File: src/rtl/exc_ctrl_pkg.sv
// Shared types and constants for the exception/ERET sequencer.
package exc_ctrl_pkg;

  // CP0 ExcCode values produced by this block
  typedef enum logic [5:0] {
    EXC_INT  = 6'd0,
    EXC_ADEL = 6'd4,
    EXC_ADES = 6'd5,
    EXC_SYS  = 6'd8,
    EXC_BP   = 6'd9,
    EXC_RI   = 6'd10,
    EXC_OV   = 6'd12
  } exc_code_t;

  // Sequencer states
  typedef enum logic [1:0] {
    IDLE     = 2'd0,
    COMMIT   = 2'd1,
    FLUSH    = 2'd2,
    REDIRECT = 2'd3
  } exc_state_t;

  // Bit positions inside m_exc_flags
  localparam int unsigned FLAG_W          = 7;
  localparam int unsigned FLAG_ADEL_FETCH = 6;
  localparam int unsigned FLAG_RI         = 5;
  localparam int unsigned FLAG_OV         = 4;
  localparam int unsigned FLAG_SYS        = 3;
  localparam int unsigned FLAG_BP         = 2;
  localparam int unsigned FLAG_ADEL_DATA  = 1;
  localparam int unsigned FLAG_ADES_DATA  = 0;

  localparam logic [31:0] EXC_VECTOR_DEFAULT = 32'hBFC0_0380;

endpackage

File: src/rtl/exc_ctrl_prio_enc.sv
// Ranks the M-stage exception flags, the CP0 interrupt and ERET into one
// CP0 request; purely combinational.
module exc_prio_enc
  import exc_ctrl_pkg::*;
(
  input  logic [6:0] flags_i,
  input  logic       interrupt_i,
  input  logic       eret_i,
  output logic       hit_o,
  output logic [5:0] code_o,
  output logic       is_bad_addr_o,
  output logic       use_data_addr_o,
  output logic       is_eret_o
);

  exc_code_t code_e;
  logic      any_exc;

  assign any_exc = interrupt_i | (|flags_i);

  // Highest-priority source wins; address faults also flag BadVAddr
  always_comb begin
    code_e          = EXC_INT;
    is_bad_addr_o   = 1'b0;
    use_data_addr_o = 1'b0;
    if (interrupt_i) begin
      code_e = EXC_INT;
    end else if (flags_i[FLAG_ADEL_FETCH]) begin
      code_e        = EXC_ADEL;
      is_bad_addr_o = 1'b1;
    end else if (flags_i[FLAG_RI]) begin
      code_e = EXC_RI;
    end else if (flags_i[FLAG_OV]) begin
      code_e = EXC_OV;
    end else if (flags_i[FLAG_SYS]) begin
      code_e = EXC_SYS;
    end else if (flags_i[FLAG_BP]) begin
      code_e = EXC_BP;
    end else if (flags_i[FLAG_ADEL_DATA]) begin
      code_e          = EXC_ADEL;
      is_bad_addr_o   = 1'b1;
      use_data_addr_o = 1'b1;
    end else if (flags_i[FLAG_ADES_DATA]) begin
      code_e          = EXC_ADES;
      is_bad_addr_o   = 1'b1;
      use_data_addr_o = 1'b1;
    end
  end

  assign code_o    = code_e;
  assign hit_o     = any_exc | eret_i;
  // ERET only survives when no exception or interrupt competes with it
  assign is_eret_o = eret_i & ~any_exc;

endmodule

File: src/rtl/exc_ctrl.sv
// Exception/ERET sequencer: captures the committing M-stage event, strobes
// CP0 for one cycle, flushes the front end and redirects fetch.
module exc_ctrl
  import exc_ctrl_pkg::*;
#(
  parameter logic [31:0] EXC_VECTOR   = EXC_VECTOR_DEFAULT,
  parameter int unsigned FLUSH_CYCLES = 2
) (
  input  logic        clk,
  input  logic        reset,
  input  logic        m_valid,
  input  logic [31:0] m_pc,
  input  logic        m_in_delay,
  input  logic [6:0]  m_exc_flags,
  input  logic [31:0] m_data_addr,
  input  logic        m_eret,
  input  logic        cp0_interrupt,
  input  logic [31:0] cp0_epc,
  input  logic        redirect_ready,
  output logic        m_kill,
  output logic        exception,
  output logic [5:0]  exc_code,
  output logic        is_bad_addr,
  output logic [31:0] bad_addr,
  output logic [31:0] exc_pc,
  output logic        in_delay_slot,
  output logic        eret,
  output logic        flush,
  output logic        stall,
  output logic        redirect_valid,
  output logic [31:0] redirect_pc,
  output logic        busy
);

  localparam int unsigned CNT_W = $clog2(FLUSH_CYCLES + 1);

  exc_state_t        state_q;
  logic [CNT_W-1:0]  cnt_q;
  logic              exception_q;
  logic              eret_q;
  logic [5:0]        exc_code_q;
  logic              is_bad_addr_q;
  logic [31:0]       bad_addr_q;
  logic [31:0]       exc_pc_q;
  logic              in_delay_slot_q;
  logic              flush_q;
  logic              busy_q;
  logic              redirect_valid_q;
  logic [31:0]       redirect_pc_q;

  logic              enc_hit;
  logic [5:0]        enc_code;
  logic              enc_is_bad_addr;
  logic              enc_use_data_addr;
  logic              enc_is_eret;
  logic              take;
  logic [31:0]       bad_addr_d;
  logic [31:0]       redirect_pc_d;

  exc_prio_enc u_prio_enc (
    .flags_i         (m_exc_flags),
    .interrupt_i     (cp0_interrupt),
    .eret_i          (m_eret),
    .hit_o           (enc_hit),
    .code_o          (enc_code),
    .is_bad_addr_o   (enc_is_bad_addr),
    .use_data_addr_o (enc_use_data_addr),
    .is_eret_o       (enc_is_eret)
  );

  assign take   = (state_q == IDLE) & m_valid & enc_hit;
  assign m_kill = take;

  // Faulting address: fetch faults report the PC, data faults the EA
  always_comb begin
    bad_addr_d = 32'h0;
    if (enc_is_bad_addr) begin
      bad_addr_d = enc_use_data_addr ? m_data_addr : m_pc;
    end
  end

  // ERET returns to EPC as seen at take time; everything else to the vector
  assign redirect_pc_d = enc_is_eret ? cp0_epc : EXC_VECTOR;

  // Sequencer FSM with registered outputs
  always_ff @(posedge clk or posedge reset) begin
    if (reset) begin
      state_q          <= IDLE;
      cnt_q            <= '0;
      exception_q      <= 1'b0;
      eret_q           <= 1'b0;
      exc_code_q       <= 6'h0;
      is_bad_addr_q    <= 1'b0;
      bad_addr_q       <= 32'h0;
      exc_pc_q         <= 32'h0;
      in_delay_slot_q  <= 1'b0;
      flush_q          <= 1'b0;
      busy_q           <= 1'b0;
      redirect_valid_q <= 1'b0;
      redirect_pc_q    <= 32'h0;
    end else begin
      case (state_q)
        IDLE: begin
          if (take) begin
            state_q         <= COMMIT;
            exception_q     <= ~enc_is_eret;
            eret_q          <= enc_is_eret;
            exc_code_q      <= enc_code;
            is_bad_addr_q   <= enc_is_bad_addr;
            bad_addr_q      <= bad_addr_d;
            exc_pc_q        <= m_pc;
            in_delay_slot_q <= m_in_delay;
            redirect_pc_q   <= redirect_pc_d;
            flush_q         <= 1'b1;
            busy_q          <= 1'b1;
          end
        end
        COMMIT: begin
          exception_q <= 1'b0;
          eret_q      <= 1'b0;
          cnt_q       <= CNT_W'(FLUSH_CYCLES - 1);
          if (FLUSH_CYCLES == 1) begin
            state_q          <= REDIRECT;
            flush_q          <= 1'b0;
            redirect_valid_q <= 1'b1;
          end else begin
            state_q <= FLUSH;
          end
        end
        FLUSH: begin
          cnt_q <= cnt_q - CNT_W'(1);
          if (cnt_q == CNT_W'(1)) begin
            state_q          <= REDIRECT;
            flush_q          <= 1'b0;
            redirect_valid_q <= 1'b1;
          end
        end
        REDIRECT: begin
          if (redirect_ready) begin
            state_q          <= IDLE;
            redirect_valid_q <= 1'b0;
            busy_q           <= 1'b0;
          end
        end
        default: begin
          state_q <= IDLE;
        end
      endcase
    end
  end

  assign exception      = exception_q;
  assign eret           = eret_q;
  assign exc_code       = exc_code_q;
  assign is_bad_addr    = is_bad_addr_q;
  assign bad_addr       = bad_addr_q;
  assign exc_pc         = exc_pc_q;
  assign in_delay_slot  = in_delay_slot_q;
  assign flush          = flush_q;
  assign stall          = busy_q;
  assign busy           = busy_q;
  assign redirect_valid = redirect_valid_q;
  assign redirect_pc    = redirect_pc_q;

endmodule

File: config.mk
export PLATFORM = sky130hd
export DESIGN_NAME = exc_ctrl
export DESIGN_NICKNAME = d
export VERILOG_FILES = /design/src/rtl/exc_ctrl_pkg.sv /design/src/rtl/exc_ctrl_prio_enc.sv /design/src/rtl/exc_ctrl.sv
export SDC_FILE = /design/constraint.sdc
export NUM_CORES = 1
export LEC_CHECK = 0
export CAP_MARGIN = 10
export CELL_PAD_IN_SITES_DETAIL_PLACEMENT = 1
export CELL_PAD_IN_SITES_GLOBAL_PLACEMENT = 1
export CORE_MARGIN = 1.5
export CORE_UTILIZATION = 30
export CTS_CLUSTER_DIAMETER = 80
export DETAILED_ROUTE_END_ITERATION = 7
export GPL_TIMING_DRIVEN = 0
export PLACE_DENSITY = 0.8
export SLEW_MARGIN = 20
export SYNTH_ARGS = -nofsm -noshare
export SYNTH_HDL_FRONTEND = slang
export SYNTH_SLANG_ARGS = --single-unit
File: constraint.sdc
create_clock -name clk -period 4.9 [get_ports clk]
set_input_delay 1.47 -clock clk [delete_from_list [all_inputs] [get_ports clk]]
set_output_delay 1.47 -clock clk [all_outputs]
set_load 0.01 [all_outputs]
-- After elaboration in Yosys (flattened, before gate mapping)
Cells that the tools add are included.
- register bits: 113
- bits of input ports: 110
- output and inout bits: 111
- logic and storage cells: 78
- add/sub/neg operators: 1
- equal/unequal tests: 7
- mux-type cells: 37
- bitwise operators: 7
- reduce and logical (&&, ||, !) cells: 13
- operators with widths (operator ; number):
    $mux 32 ; 3
    $mux 6 ; 7
    $mux 1 ; 16
    $reduce_and 3->1 ; 4
    $pmux 1 s2 ; 5
    $reduce_bool 2->1 ; 5
    $pmux 2 s4 ; 1
    $reduce_or 7->1 ; 1
    $mux 2 ; 3
    $ne 2x2->1 const B ; 3
    $eq 2x1->1 const B ; 2
    $eq 2x2->1 const B ; 2
    $pmux 2 s2 ; 1
    $reduce_and 2->1 ; 2
    $and 1x1->1 ; 3
    $mux 3 ; 1
    $logic_not 2->1 ; 1
    $not 1->1 ; 2
    $or 1x1->1 ; 2
    $sub 2x1->2 const B ; 1

-- Depth between registers and ports, before layout
- word-level depth: 10
- gate-level depth with buffers: 9

-- Hierarchy
A second synthesis with hierarchy kept.
- cell total of the unflattened synthesis: 523
- area total of the unflattened synthesis: 4992.3 µm²
- modules (own cells, without submodules) (module ; instances ; cells an instance ; area each (µm²) ; seq. area each (µm²)):
    exc_ctrl ; 1 ; 501 ; 4855.9 ; 2827.7
    exc_prio_enc ; 1 ; 22 ; 136.4 ; 0.0

-- Worst setup path before layout
OpenSTA, ideal clock, no wires.
- kind: in2out
- start: in m_exc_flags[2]
- end: out m_kill
- data arrival time: 2720 ps
- path slack: 710 ps
- stages on the path: 5
- buffers on the path: 2
- path through: or4_1 -> buf_2 -> o311ai_4 -> inv_2 -> clkbuf_1
- word-level cells in the longest chain between the ends: 4
- RTL lines (what ; RTL line ; text):
    start: declaration ; exc_ctrl.sv:14 ; input logic [6:0] m_exc_flags,
    $reduce_or 7->1 ; exc_ctrl_prio_enc.sv:19 ; assign any_exc = interrupt_i | (|flags_i);
    $or 1x1->1 ; exc_ctrl_prio_enc.sv:19 ;
    $or 1x1->1 ; exc_ctrl_prio_enc.sv:51 ; assign hit_o = any_exc | eret_i;
    $and 1x1->1 ; exc_ctrl.sv:71 ; assign take = (state_q == IDLE) & m_valid & enc_hit;
    end: declaration ; exc_ctrl.sv:20 ; output logic m_kill,
No other way between the ends.

-- Worst setup path after layout
Same ends and word-level chain as after synthesis.

==> reports/qor.log <==
qor: outcome.status finished, final reports clean
qor: timing.hold_viol_final 0
qor: worst_setup_path.worstPathMaxFanout 6
qor: finish.fin_util 0.490
qor: global_route.grt_util_all_layers 0.200
qor: worst_setup_path.crit_type in -> out
qor: min_path.hold-path-endpoint exc_pc[26]$_DFFE_PP0P_
qor: synthesis.post_synth.cell_area_avg 10.5 um^2
qor: finish.multi_input_area 1720 um^2
qor: worst_setup_path.cp_data_required_time 3.43 ns
qor: detailed_routing.drt-vias-per-instance 4.83
qor: timing.timing.final.max_slew_violations 0
qor: timing.time_the_worst_path_needs_with_i_o_delays_and_setup 4.81 ns
qor: cts.clock_insertion_delay_worst_skew 0.35 ns
qor: global_route.met2_usage 0.347
qor: finish.area.growth.synth_to_final 59.5%
qor: cts.cts_made_buffers 9
qor: detailed_routing.routed_wire_length_per_instance 18.3 um
qor: finish.fin_cells 870
qor: pwr.vdd_drop_max 0.178 mV
qor: timing.timing.final.crit_share 0.982
qor: place.number_of_i_o_port_buffers 218
qor: worst_setup_path.critPathCaptureType output pin
qor: worst_setup_path.worst-r2r-cell-count 10
qor: finish.net_count_of_the_finished_layout 794
qor: finish.filler_cell_count 1,681
qor: synthesis.synth_warnings 0
qor: place.gp_routability_congestion 0.830
qor: detailed_routing.drt.antenna.violating_nets 0
qor: pwr.pwr_density_cell 486 nW/um^2
qor: synthesis.postSynth.topFlopCell sky130_fd_sc_hd__dfrtp_1
qor: synthesis.synth_edf_count 0
qor: detailed_routing.drtPass1Iterations 4
qor: min_path.worst_hold_launch exc_pc[26]$_DFFE_PP0P_
qor: worst_setup_path.worstPathArrival 3.34 ns
qor: detailed_routing.detailroute.via_count 4,198
qor: floorplanning.die_area 16,300 um^2
qor: cts.clockRootBuffer sky130_fd_sc_hd__clkbuf_16
qor: finish.final_common_cell sky130_fd_sc_hd__clkdlybuf4s50_1
qor: timing.timing.clock.skew 0.00507 ns
qor: floorplanning.core-area 15,200 um^2
qor: cts.cts_tree yes
qor: synthesis.synth-seq-area-share 0.595
qor: cts.htree_levels 3
qor: floorplanning.placement_rows 45
qor: worst_setup_path.regToRegSetupSlack 2.47 ns
qor: cts.hold_buffers_post_cts 0
qor: cts.cts.path.max_buffers 2
qor: synthesis.netlist_instances 445
qor: timing.rsz0062_at_grt false
qor: cts.clock_sink_count 111
qor: synthesis.async_flop_share 1.00
qor: floorplanning.io_pins 221
qor: timing.finalSetupViolCount 0
qor: global_route.global_route.usage.met1 0.245
qor: worst_setup_path.start_kind input pin
qor: worst_setup_path.worstReg2RegEnd exc_pc[13]$_DFFE_PP0P_
qor: floorplanning.dieHeight 128 um
qor: min_path.hold_class reg -> reg
qor: finish.post_route_cells_drive_above_1_share 0.0630
qor: pwr.power.total 3.62 mW
qor: job.maxCapViolations 0
qor: detailed_routing.drt_iter0_drcs 109
qor: place.dp_cells 853
qor: worst_setup_path.reg2reg_from state_q[0]$_DFFE_PP0P_
qor: synthesis.synthDistinctLibCells 34
qor: global_route.grt_pass1_wl 25,200 um
qor: synthesis.synth.cell_area 4670 um^2
qor: floorplanning.initial_core_util 0.307
qor: timing.worstMarginPinSlew 0.773 ns
qor: place.dpl.hpwl 12,300 um
qor: cts.clock_slew_seen_by_the_registers_of_the_worst_setup_and_hold_paths 0.07 ns
qor: timing.timing.slew.headroom 0.485
qor: global_route.grt_antenna_before_repair 0
qor: timing.maxClockFrequency 208 MHz
qor: global_route.grt-busiest-layer met2
qor: detailed_routing.totalWireLength 16,000 um
qor: global_route.number_of_global_route_vias_before_repair 4,582
qor: finish.area.sequential 2780 um^2
qor: detailed_routing.post-route-drc-count 0
qor: finish.num_antenna_cells 0
qor: synthesis.ys_seq_elements 111
qor: finish.mostFrequentLayoutCells 217 x sky130_fd_sc_hd__clkdlybuf4s50_1, 145 x sky130_fd_sc_hd__nand2_1, 111 x sky130_fd_sc_hd__dfrtp_1
qor: global_route.largest_net_degree_at_the_start_of_global_routing 58
qor: global_route.globalRouteMet3Util 0.0526
qor: min_path.min_delay_path_depth 2
qor: pwr.cellLeakagePower 3.49 nW
qor: floorplanning.die_width 128 um
qor: global_route.grt_remaining_overflow 0
[flip-flops by register name, summed over array words and instances (netlist names)]
register	count
exc_code	4
busy	1
flush	1
in_delay_slot	1
state_q	2
redirect_valid	1
cnt_q	2
is_bad_addr	1
exception	1
bad_addr	32
exc_pc	32
eret	1
redirect_pc	32
[per-stage QoR]
step           hold WS, ns  worst slack, ns  TNS [ns]  area [um^2]
2_1_floorplan        0.492            0.499         0         4670
3_3_place_gp         0.461            -1.15   -127.32         7090
3_5_place_dp         0.466           -0.578    -0.578         7120
4_1_cts              0.483           0.0887         0         7450
5_1_grt              0.496          0.00136         0         7450
6_report             0.482           0.0891         0         7450
[power breakdown]
part           internal [mW]  leakage, nW  switching, mW
clock                  0.437        0.156          0.325
sequential              1.21         1.40          0.176
combinational          0.767         1.93          0.712
[worst max-delay path by stage]
stage | start | end | slack [ns] | cells past startpoint
after floorplan | reset | bad_addr[0]$_DFFE_PP0P_ | 0.50 | 1
after detailed placement | m_exc_flags[2] | m_kill | -0.58 | 7
final | m_exc_flags[2] | m_kill | 0.09 | 6
after CTS | m_exc_flags[2] | m_kill | 0.09 | 6
after global routing | m_exc_flags[3] | m_kill | 0.001 | 6
after global placement | reset | redirect_pc[10]$_DFFE_PP0P_ | -1.15 | 2
[repair_timing]
item / 4_1_cts / 5_1_grt
endpoints found under the setup margin: 1 / 0
resized for setup: 3 / 0
buffers inserted: 2 / 0
[cell families (layout without fill, tap and decap cells)]
| kind of cell | after synthesis | count (layout) | share of synthesized area |
|---|---|---|---|
| AO/OA/AOI/OAI | 87 | 87 | 0.132 |
| other | 1 | 2 | 0.000803 |
| adder cells (fa/ha/maj) | 7 | 7 | 0.0188 |
| AND/OR/NAND/NOR | 166 | 166 | 0.140 |
| multiplexers | 35 | 35 | 0.0753 |
| flip-flops | 111 | 111 | 0.595 |
| buffers and inverters | 38 | 274 | 0.0388 |
[worst max-delay path, cell delays in order]
cell                              delay, ns
sky130_fd_sc_hd__clkdlybuf4s50_1       0.47
sky130_fd_sc_hd__or4_1                 0.54
sky130_fd_sc_hd__buf_2                 0.19
sky130_fd_sc_hd__o311ai_4              0.32
sky130_fd_sc_hd__inv_4                 0.06
sky130_fd_sc_hd__dlygate4sd2_1         0.29
[per-layer routing]
layer | vias to the layer above | part of all wire
met5 | - | 0
met4 | 0 | 0.014
met3 | 16 | 0.072
met2 | 139 | 0.50
met1 | 2084 | 0.41
li1 | 1959 | -
[area by class of cell]
class,instances,area share
Buffer,28,0.0193
Clock buffer,13,0.0363
Clock inverter,3,0.00537
Inverter,9,0.00554
Multi-Input combinational cell,297,0.231
Sequential cell,111,0.373
Tap cell,188,0.0316
Timing Repair Buffer,221,0.298
[Yosys cell counts (2+ instances only)]
cell                       instances  area (um^2)
sky130_fd_sc_hd__or3_1             2         12.5
sky130_fd_sc_hd__buf_4             7         52.6
sky130_fd_sc_hd__o21ai_0          35          175
sky130_fd_sc_hd__mux2i_1          34          340
sky130_fd_sc_hd__inv_1             8         30.0
sky130_fd_sc_hd__a22o_1           20          175
sky130_fd_sc_hd__a21oi_1           6         30.0
sky130_fd_sc_hd__dfrtp_1         111         2780
sky130_fd_sc_hd__o21ai_1           6         30.0
sky130_fd_sc_hd__clkbuf_1         11         41.3
sky130_fd_sc_hd__nor2_1            6         22.5
sky130_fd_sc_hd__nand2_1         145          544
sky130_fd_sc_hd__or4_1             2         15.0
sky130_fd_sc_hd__ha_1              7         87.6
sky130_fd_sc_hd__nand3_1           6         30.0
sky130_fd_sc_hd__o22a_1           12          105
sky130_fd_sc_hd__buf_2            10         50.1
(Power assumes the default switching activity.)
